--- src/rtl/inert_pkg.sv ---
// Shared definitions for the inertial-sensor SPI link: register map and frame layout.
package inert_pkg;

    // Register addresses (7-bit address field of a 16-bit frame)
    localparam logic [6:0] REG_INT_CFG = 7'h0D;
    localparam logic [6:0] REG_WHO     = 7'h0F;
    localparam logic [6:0] REG_CTRL1   = 7'h10;
    localparam logic [6:0] REG_CTRL2   = 7'h11;
    localparam logic [6:0] REG_CTRL6   = 7'h14;
    localparam logic [6:0] REG_PTCH_L  = 7'h22;
    localparam logic [6:0] REG_PTCH_H  = 7'h23;
    localparam logic [6:0] REG_AZ_L    = 7'h2C;
    localparam logic [6:0] REG_AZ_H    = 7'h2D;

    // Bit count value that marks a complete frame; the counter saturates here
    localparam logic [4:0] CNT_FULL = 5'd16;
    // Bit count at which the command byte has been fully received
    localparam logic [4:0] CNT_CMD  = 5'd8;

    // One 16-bit SPI frame as seen on MOSI, MSB first
    typedef struct packed {
        logic       rd;
        logic [6:0] addr;
        logic [7:0] data;
    } spi_frame_t;

endpackage

--- src/rtl/inert_spi_resp_spi_slv16.sv ---
// 16-bit mode-0 SPI slave front end: synchronizers, edge detect, rx/tx shifters, bit count.
module spi_slv16
    import inert_pkg::*;
(
    input  logic             clk,
    input  logic             rst_n,
    input  logic             SS_n,
    input  logic             SCLK,
    input  logic             MOSI,
    input  logic [7:0]       rd_data,
    output logic             MISO,
    output logic             frame_done,
    output spi_frame_t       frame,
    output logic             rd_addr_vld,
    output logic [6:0]       rd_addr
);

    logic [2:0]  ss_sync;
    logic [2:0]  sclk_sync;
    logic [1:0]  mosi_sync;
    logic [15:0] rx_shft;
    logic [7:0]  tx_shft;
    logic [4:0]  cnt;

    logic ss_s, ss_fall, ss_rise, sclk_rise, sclk_fall, mosi_s;

    assign ss_s      = ss_sync[1];
    assign ss_fall   = ss_sync[2] & ~ss_sync[1];
    assign ss_rise   = ~ss_sync[2] & ss_sync[1];
    assign sclk_rise = ~sclk_sync[2] & sclk_sync[1];
    assign sclk_fall = sclk_sync[2] & ~sclk_sync[1];
    assign mosi_s    = mosi_sync[1];

    // Bring the asynchronous SPI pins into the clk domain
    always_ff @(posedge clk or negedge rst_n) begin
        if (!rst_n) begin
            // NOTE: select synchronizer resets to the idle (high) level so reset never fakes a frame start
            ss_sync   <= 3'b111;
            sclk_sync <= 3'b000;
            mosi_sync <= 2'b00;
        end else begin
            // NOTE: non-blocking assignments keep every flop sampling the pre-edge value of its neighbour
            ss_sync   <= {ss_sync[1:0], SS_n};
            sclk_sync <= {sclk_sync[1:0], SCLK};
            mosi_sync <= {mosi_sync[0], MOSI};
        end
    end

    // Shift MOSI in on SCLK rise, load/shift the response byte on SCLK fall
    always_ff @(posedge clk or negedge rst_n) begin
        if (!rst_n) begin
            rx_shft <= '0;
            tx_shft <= '0;
            cnt     <= '0;
        end else if (ss_fall) begin
            rx_shft <= '0;
            tx_shft <= '0;
            cnt     <= '0;
        end else begin
            if (sclk_rise) begin
                rx_shft <= {rx_shft[14:0], mosi_s};
                if (cnt != CNT_FULL) cnt <= cnt + 5'd1;
            end
            if (sclk_fall) begin
                if (rd_addr_vld)
                    tx_shft <= rd_data;
                else if (cnt > CNT_CMD && cnt < CNT_FULL)
                    tx_shft <= {tx_shft[6:0], 1'b0};
            end
        end
    end

    assign rd_addr_vld = (cnt == CNT_CMD) & rx_shft[7];
    assign rd_addr     = rx_shft[6:0];
    assign frame       = spi_frame_t'(rx_shft);
    assign frame_done  = ss_rise & (cnt == CNT_FULL);
    assign MISO        = ~ss_s & tx_shft[7];

endmodule

--- src/rtl/inert_spi_resp.sv ---
// Inertial sensor SPI responder: config registers, read mux, ODR timer, sample snapshot and INT.
module inert_spi_resp
    import inert_pkg::*;
#(
    parameter int         ODR_CYC  = 50000,
    parameter logic [7:0] WHO_AM_I = 8'h6A
) (
    input  logic        clk,
    input  logic        rst_n,
    input  logic        SS_n,
    input  logic        SCLK,
    input  logic        MOSI,
    input  logic [15:0] ptch_rt_in,
    input  logic [15:0] AZ_in,
    output logic        MISO,
    output logic        INT
);

    localparam int CW = $clog2(ODR_CYC);

    logic             frame_done, rd_addr_vld;
    spi_frame_t       frame;
    logic [6:0]       rd_addr;
    logic [7:0]       rd_data;

    logic [7:0]       int_cfg, ctrl1, ctrl2, ctrl6;
    logic [15:0]      snap_ptch, snap_az;
    logic [CW-1:0]    odr_cnt;
    logic             int_q;
    logic             tick, wr_cmt, clr_int, dis_clr, load;

    spi_slv16 u_spi (
        .clk         (clk),
        .rst_n       (rst_n),
        .SS_n        (SS_n),
        .SCLK        (SCLK),
        .MOSI        (MOSI),
        .rd_data     (rd_data),
        .MISO        (MISO),
        .frame_done  (frame_done),
        .frame       (frame),
        .rd_addr_vld (rd_addr_vld),
        .rd_addr     (rd_addr)
    );

    assign tick    = (odr_cnt == CW'(ODR_CYC - 1));
    assign wr_cmt  = frame_done & ~frame.rd;
    assign clr_int = frame_done & frame.rd & (frame.addr == REG_AZ_H);
    assign dis_clr = wr_cmt & (frame.addr == REG_INT_CFG) & ~frame.data[1];
    // A new sample is taken only when the previous one has been consumed (or is being consumed now)
    assign load    = tick & int_cfg[1] & (~int_q | clr_int);

    // Free-running output-data-rate counter
    always_ff @(posedge clk or negedge rst_n) begin
        if (!rst_n)    odr_cnt <= '0;
        else if (tick) odr_cnt <= '0;
        else           odr_cnt <= odr_cnt + CW'(1);
    end

    // Config register writes on a committed write frame
    always_ff @(posedge clk or negedge rst_n) begin
        if (!rst_n) begin
            int_cfg <= '0;
            ctrl1   <= '0;
            ctrl2   <= '0;
            ctrl6   <= '0;
        end else if (wr_cmt) begin
            case (frame.addr)
                REG_INT_CFG: int_cfg <= frame.data;
                REG_CTRL1:   ctrl1   <= frame.data;
                REG_CTRL2:   ctrl2   <= frame.data;
                REG_CTRL6:   ctrl6   <= frame.data;
                default:     ;
            endcase
        end
    end

    // Snapshot capture and data-ready interrupt
    always_ff @(posedge clk or negedge rst_n) begin
        if (!rst_n) begin
            snap_ptch <= '0;
            snap_az   <= '0;
            int_q     <= 1'b0;
        end else if (dis_clr) begin
            int_q <= 1'b0;
        end else if (load) begin
            snap_ptch <= ptch_rt_in;
            snap_az   <= AZ_in;
            int_q     <= 1'b1;
        end else if (clr_int) begin
            int_q <= 1'b0;
        end
    end

    // Read mux feeding the response byte
    always_comb begin
        // NOTE: default first so every path assigns rd_data and no latch is inferred
        rd_data = 8'h00;
        if (rd_addr_vld) begin
            case (rd_addr)
                REG_INT_CFG: rd_data = int_cfg;
                REG_CTRL1:   rd_data = ctrl1;
                REG_CTRL2:   rd_data = ctrl2;
                REG_CTRL6:   rd_data = ctrl6;
                REG_WHO:     rd_data = WHO_AM_I;
                REG_PTCH_L:  rd_data = snap_ptch[7:0];
                REG_PTCH_H:  rd_data = snap_ptch[15:8];
                REG_AZ_L:    rd_data = snap_az[7:0];
                REG_AZ_H:    rd_data = snap_az[15:8];
                default:     rd_data = 8'h00;
            endcase
        end
    end

    assign INT = int_q;

endmodule

--- config.mk ---
export PLATFORM = sky130hd
export DESIGN_NAME = inert_spi_resp
export DESIGN_NICKNAME = d
export VERILOG_FILES = /design/src/rtl/inert_pkg.sv /design/src/rtl/inert_spi_resp_spi_slv16.sv /design/src/rtl/inert_spi_resp.sv
export SDC_FILE = /design/constraint.sdc
export NUM_CORES = 1
export LEC_CHECK = 0
export CORE_ASPECT_RATIO = 0.6
export CORE_MARGIN = 2
export CORE_UTILIZATION = 48
export DETAILED_ROUTE_END_ITERATION = 7
export PLACE_DENSITY_LB_ADDON = 0.08
export SKIP_CTS_REPAIR_TIMING = 1
export SLEW_MARGIN = 20
export SYNTH_ARGS = -nofsm -noshare
export SYNTH_HDL_FRONTEND = slang
export SYNTH_SLANG_ARGS = --single-unit
export TNS_END_PERCENT = 5
--- constraint.sdc ---
create_clock -name clk -period 3.6 [get_ports clk]
set_clock_uncertainty 0.15 [all_clocks]
set_input_delay 0.72 -clock clk [delete_from_list [all_inputs] [get_ports clk]]
set_output_delay 0.72 -clock clk [all_outputs]
set_load 0.03 [all_outputs]
**After elaboration in Yosys (flattened, before gate mapping)**

Cells that the tools add are included.

- Word-level logic and storage cells: 86
- Flip-flop bits (word level): 118

- Magnitude comparators: 2
- Equal/unequal tests: 18
- Bitwise gates (word level): 23
- Multiplexer cells: 14
- Reductions and logical operators: 13
- Add/sub/neg operators: 2

Operators by type and width:

| kind | count |
|---|---|
| $pmux 8 s9 | 1 |
| $mux 16 | 3 |
| $eq 7x5->1 const B | 6 |
| $eq 7x6->1 const B | 5 |
| $mux 8 | 4 |
| $eq 7x4->1 const B | 3 |
| $add 16x1->16 const B | 1 |
| $eq 16x16->1 const B | 1 |
| $mux 5 | 3 |
| $and 1x1->1 | 14 |
| $reduce_and 2->1 | 7 |
| $not 1->1 | 8 |
| $reduce_bool 2->1 | 3 |
| $reduce_bool 3->1 | 2 |
| $add 5x1->5 const B | 1 |
| $eq 5x4->1 const B | 1 |
| $eq 5x5->1 const B | 1 |
| $gt 5x4->1 const B | 1 |
| $lt 5x5->1 const B | 1 |
| $ne 5x5->1 const B | 1 |
| $mux 1 | 3 |
| $logic_and 1x1->1 | 1 |
| $or 1x1->1 | 1 |

**Longest topological paths before layout**

- Depth after elaboration: 9
- Depth in mapped cells: 9
- Mapped depth without buffers: 7

**Modules after synthesis**

A second synthesis with hierarchy kept.

- Cell total of the unflattened synthesis: 493
- Area, all modules: 5831.8 um^2

By module, submodules not included:

| module | sequential area each (um^2) | area each (um^2) | cells each | times used |
|---|---|---|---|---|
| inert_spi_resp | 2026.9 | 4192.8 | 329 | 1 |
| spi_slv16 | 929.6 | 1639.1 | 164 | 1 |

**Least setup slack after synthesis**

Ideal clock, no wire load.

- Kind: register to register
- From: reg u_spi.cnt[0]
- To: reg snap_az[15]
- Data arrival time: 2.025 ns
- Data required time: 3.325 ns
- Path slack: 1.300 ns
- Stages on the path, launching flop included: 10
- Cell sequence: dfrtp_1 inv_1 ha_1 and4bb_2 buf_2 nand3_1 nor4_1 nand4b_4 buf_4 mux2_2

- Longest elaborated chain between the ends: 7

RTL lines:

| what | line | text |
|---|---|---|
| start: declaration | inert_spi_resp_spi_slv16.sv:23 | `logic [4:0] cnt;` |
| start signal: assignment | inert_spi_resp_spi_slv16.sv:62 | `if (cnt != CNT_FULL) cnt <= cnt + 5'd1;` |
| $eq 5x5->1 (*) | inert_spi_resp_spi_slv16.sv:76 | `assign frame_done = ss_rise & (cnt == CNT_FULL);` |
| $and 1x1->1 (*) | inert_spi_resp_spi_slv16.sv:76 |  |
| $and 1x1->1 (on tied branches) | inert_spi_resp.sv:48, inert_spi_resp.sv:47 |  |
| $and 1x1->1 (on tied branches) | inert_spi_resp.sv:48, inert_spi_resp.sv:49 |  |
| $or 1x1->1 or $and 1x1->1 (tied branches) | inert_spi_resp.sv:51, inert_spi_resp.sv:49 |  |
| $and 1x1->1 or $not 1->1 (tied branches) | n/a |  |
| $reduce_and 2->1 (no source line) (*) | n/a |  |
| end signal: assignment | inert_spi_resp.sv:88 | `snap_az <= AZ_in;` |
| end: declaration | inert_spi_resp.sv:27 | `logic [15:0] snap_ptch, snap_az;` |

Mark *: on every way between the ends. The rest lies on a longest branch, timed or not.
A chain may end at the register's enable or synchronous reset.

**Worst setup path after layout**

- From: reg u_spi.cnt[0]
- To: reg snap_az[11]

The elaborated chain is that of the path after synthesis.

==> flow_metrics.py <==
metrics = {
    "place": {
        "place_ws_ns": 0.832,
        "dp_cells": 642,
        "gp_congestion": 1.01,
        "io_buffers": 38,
        "dpl.hpwl_um": 8750,
    },
    "setup_path": {
        "cp-start-kind": "flop",
        "worst_ep_required_time_ns": 3.74,
        "crit_arrival_ns": 2.92,
        "rrSetupSlack_ns": 0.82,
        "rr_worst_depth": 7,
        "rr_startpoint": "u_spi.cnt[0]",
        "worstSetupEndpointType": "flop",
        "crit_type": "reg2reg",
        "cp_max_fo": 32,
        "r2r-end": "snap_az[11]",
    },
    "sta": {
        "fin_tns_setup_ns": 0,
        "fin_crit_sh_pct": 77.1,
        "setup_viol": 0,
        "worst_pin_slew_ns": 0.916,
        "rsz0062_at_grt": "no",
        "finalMaxSlewViolations": 0,
        "fmax_ghz": 0.360,
        "setup_ws_ns": 0.823,
        "min_period_ns": 2.78,
        "hold_violations": 0,
        "maxSlewHeadroom_pct": 38.6,
    },
    "pwr": {
        "peakVddDrop_mv": 0.329,
        "p_int_mw": 2.52,
        "switching_share_pct": 22.4,
        "power_leakage_nw": 2.80,
        "power_frac_seq_pct": 42.6,
        "p_comb_share_pct": 5.5,
        "power_frac_clock_pct": 51.9,
        "powerDensity_mw_per_mm2": 493,
        "p_switching_mw": 0.729,
    },
    "route": {
        "wl_per_cell_um": 18.6,
        "dr.pass1.iters": 4,
        "vias_per_cell": 5.78,
        "remaining_drc_errors": 0,
        "drt_iter0_markers": 290,
        "vias": 3896,
        "ant_nets": 0,
        "totalWireLength_um": 12600,
    },
    "clock_tree": {
        "cts.sinks": 118,
        "cts_buffers": 17,
        "root_buffer": "clkbuf_16",
        "clk_latency_ns": 0.41,
        "cts_max_path_buffers": 2,
        "clk_pin_slew_ns": 0.05,
        "cts_tree": "yes",
        "htree_levels": 4,
    },
    "synth": {
        "syn_avg_cell_area_um2": 11.4,
        "synthFlopType": "dfrtp_1",
        "syn-num-nets": 523,
        "ys_types": 61,
        "ys_ff_latch": 118,
        "seq_area_frac_synth_pct": 53.5,
        "synthCells": 483,
        "yosysWarnings": 0,
        "synthArstFlopShare_pct": 100,
        "synth_area_mm2": 0.00553,
        "synth_edf_count": 0,
    },
    "worst_hold_path": {
        "holdCritPathClass": "in2async",
    },
    "floorplan": {
        "core_area_mm2": 0.0113,
        "die_w_um": 143,
        "die_y_um": 87.1,
        "dieArea_mm2": 0.0124,
        "start_util_pct": 49.1,
        "pin_count": 39,
        "fp-row-count": 30,
    },
    "grt": {
        "grt_first_pass_wirelength_um": 20300,
        "grt_use_total_pct": 21.9,
        "antenna_found_initial": 0,
        "gr-total-overflow": 0,
        "grt_max_degree": 50,
        "first_global_vias": 3749,
    },
    "finish": {
        "n_antenna_cell": 0,
        "stdcell_count": 674,
        "syn2layout_area_growth_pct": 19.2,
        "fin_nets": 557,
        "final_util_pct": 58.5,
        "drive_gt1_share_pct": 22.1,
    },
    "outcome": {
        "status": "complete, no violations",
    },
    "job": {
        "cap_viol_max_count": 0,
    },
}
routing by layer:
metal	up-vias	GRT usage (%)	share of wire [%]
li1	1807	-	-
met1	1978	33.4	51
met2	102	29.7	41
met3	9	7.15	6.8
met4	0	5.94	0.89
met5	-	0	0
through the flow:
stage / cell area [µm²] / hold WS [ns] / total power, mW
after floorplan: 5530 / 0.181 / 1.49
after global placement: 6000 / 0.184 / 1.58
after detailed placement: 6000 / 0.185 / 1.59
after CTS: 6590 / 0.175 / 3.28
after global routing: 6590 / 0.205 / 3.37
final: 6590 / 0.164 / 3.25
area by class of cell:
class,count,area [µm²]
clock inverter,14,160
sequential,118,2960
clock buffer,18,429
inverter,9,33.8
tap,144,180
multi-input combinational,326,2390
timing repair buffer,45,443
fill,917,4670
flip-flops by register name (all words and copies together), names as in the netlist:
signal / cells
INT: 1
ctrl1: 8
ctrl2: 8
ctrl6: 8
int_cfg: 8
odr_cnt: 16
snap_az: 16
snap_ptch: 16
u_spi.cnt: 5
u_spi.frame: 16
u_spi.mosi_sync: 2
u_spi.sclk_sync: 3
u_spi.ss_sync: 3
u_spi.tx_shft: 8
cell families after synthesis:
kind of cell	share of synthesized area (%)
xor+xnor	2.53
simple gates	15.4
compound gates	9.19
flops	53.5
mux	15.3
buf+inv	3.39
fa+ha+maj	0.679
cell usage after synthesis (all sizes together), types with 4 or more instances:
master / n / area [µm²]
dfrtp: 115 / 2880
mux2: 62 / 698
nand2: 49 / 191
nor2: 30 / 113
a21oi: 28 / 140
clkbuf: 18 / 68.8
nand3: 18 / 90.1
mux2i: 15 / 150
nand4: 14 / 87.6
buf: 12 / 85.1
nor3: 10 / 60.1
xor2: 10 / 87.6
inv: 9 / 33.8
a22oi: 7 / 52.6
o21ai: 7 / 38.8
o22ai: 6 / 37.5
xnor2: 6 / 52.6
a2bb2oi: 5 / 43.8
nand2b: 5 / 31.3
nor2b: 5 / 31.3
o221ai: 5 / 43.8
nor4b: 4 / 41.3
critical path, stage by stage (launching register included):
cell      delay (ns)
dfrtp_1         0.42
inv_1           0.07
ha_1            0.16
and4bb_2        0.34
nand3_1         0.14
nor4_1          0.42
nand4b_4        0.53
mux2_2          0.40
power groups by stage:
stage	clock network (mW)	registers [mW]	logic, mW
CTS	1.71	1.38	0.182
global placement	0	1.41	0.178
finish	1.69	1.38	0.179
floorplan	0	1.40	0.0881
global route	1.78	1.39	0.200
detailed placement	0	1.41	0.181
worst max path at each step:
stage / slack (ns) / end / cells after the start / from
2_1_floorplan: 1.30 / snap_az[15] / 9 / u_spi.cnt[0]
3_3_place_gp: 0.90 / snap_ptch[14] / 5 / u_spi.ss_sync[1]
3_5_place_dp: 0.83 / snap_ptch[13] / 5 / u_spi.ss_sync[1]
4_1_cts: 0.82 / snap_ptch[8] / 5 / u_spi.ss_sync[1]
5_1_grt: 0.66 / snap_az[10] / 7 / u_spi.cnt[0]
6_report: 0.82 / snap_az[11] / 7 / u_spi.cnt[0]
placed cells by master (no fill, tap or decap), types with 3 or more instances in the layout:
cell type / Yosys / final
clkdlybuf4s50_1: 0 / 37
nand2_1: 48 / 48
mux2i_1: 15 / 15
xor2_1: 10 / 10
dfstp_2: 3 / 3
nor2b_1: 5 / 4
inv_1: 9 / 9
clkinv_2: 0 / 5
a21oi_1: 28 / 28
nand3_1: 18 / 18
mux2_2: 60 / 60
nor2_1: 30 / 30
a2bb2oi_1: 5 / 5
xnor2_1: 6 / 6
dfrtp_1: 115 / 115
clkinvlp_4: 0 / 6
o221ai_1: 5 / 5
clkbuf_16: 0 / 17
nand4_1: 14 / 14
o21ai_0: 5 / 5
buf_4: 1 / 7
a211oi_1: 3 / 3
a22oi_1: 7 / 7
nor3_1: 8 / 8
ha_1: 3 / 3
nor4b_1: 3 / 3
nand2b_1: 5 / 5
bufinv_16: 0 / 3
and4bb_2: 3 / 3
o22ai_1: 6 / 6
No activity file was read; power rests on OpenSTA's default activity.
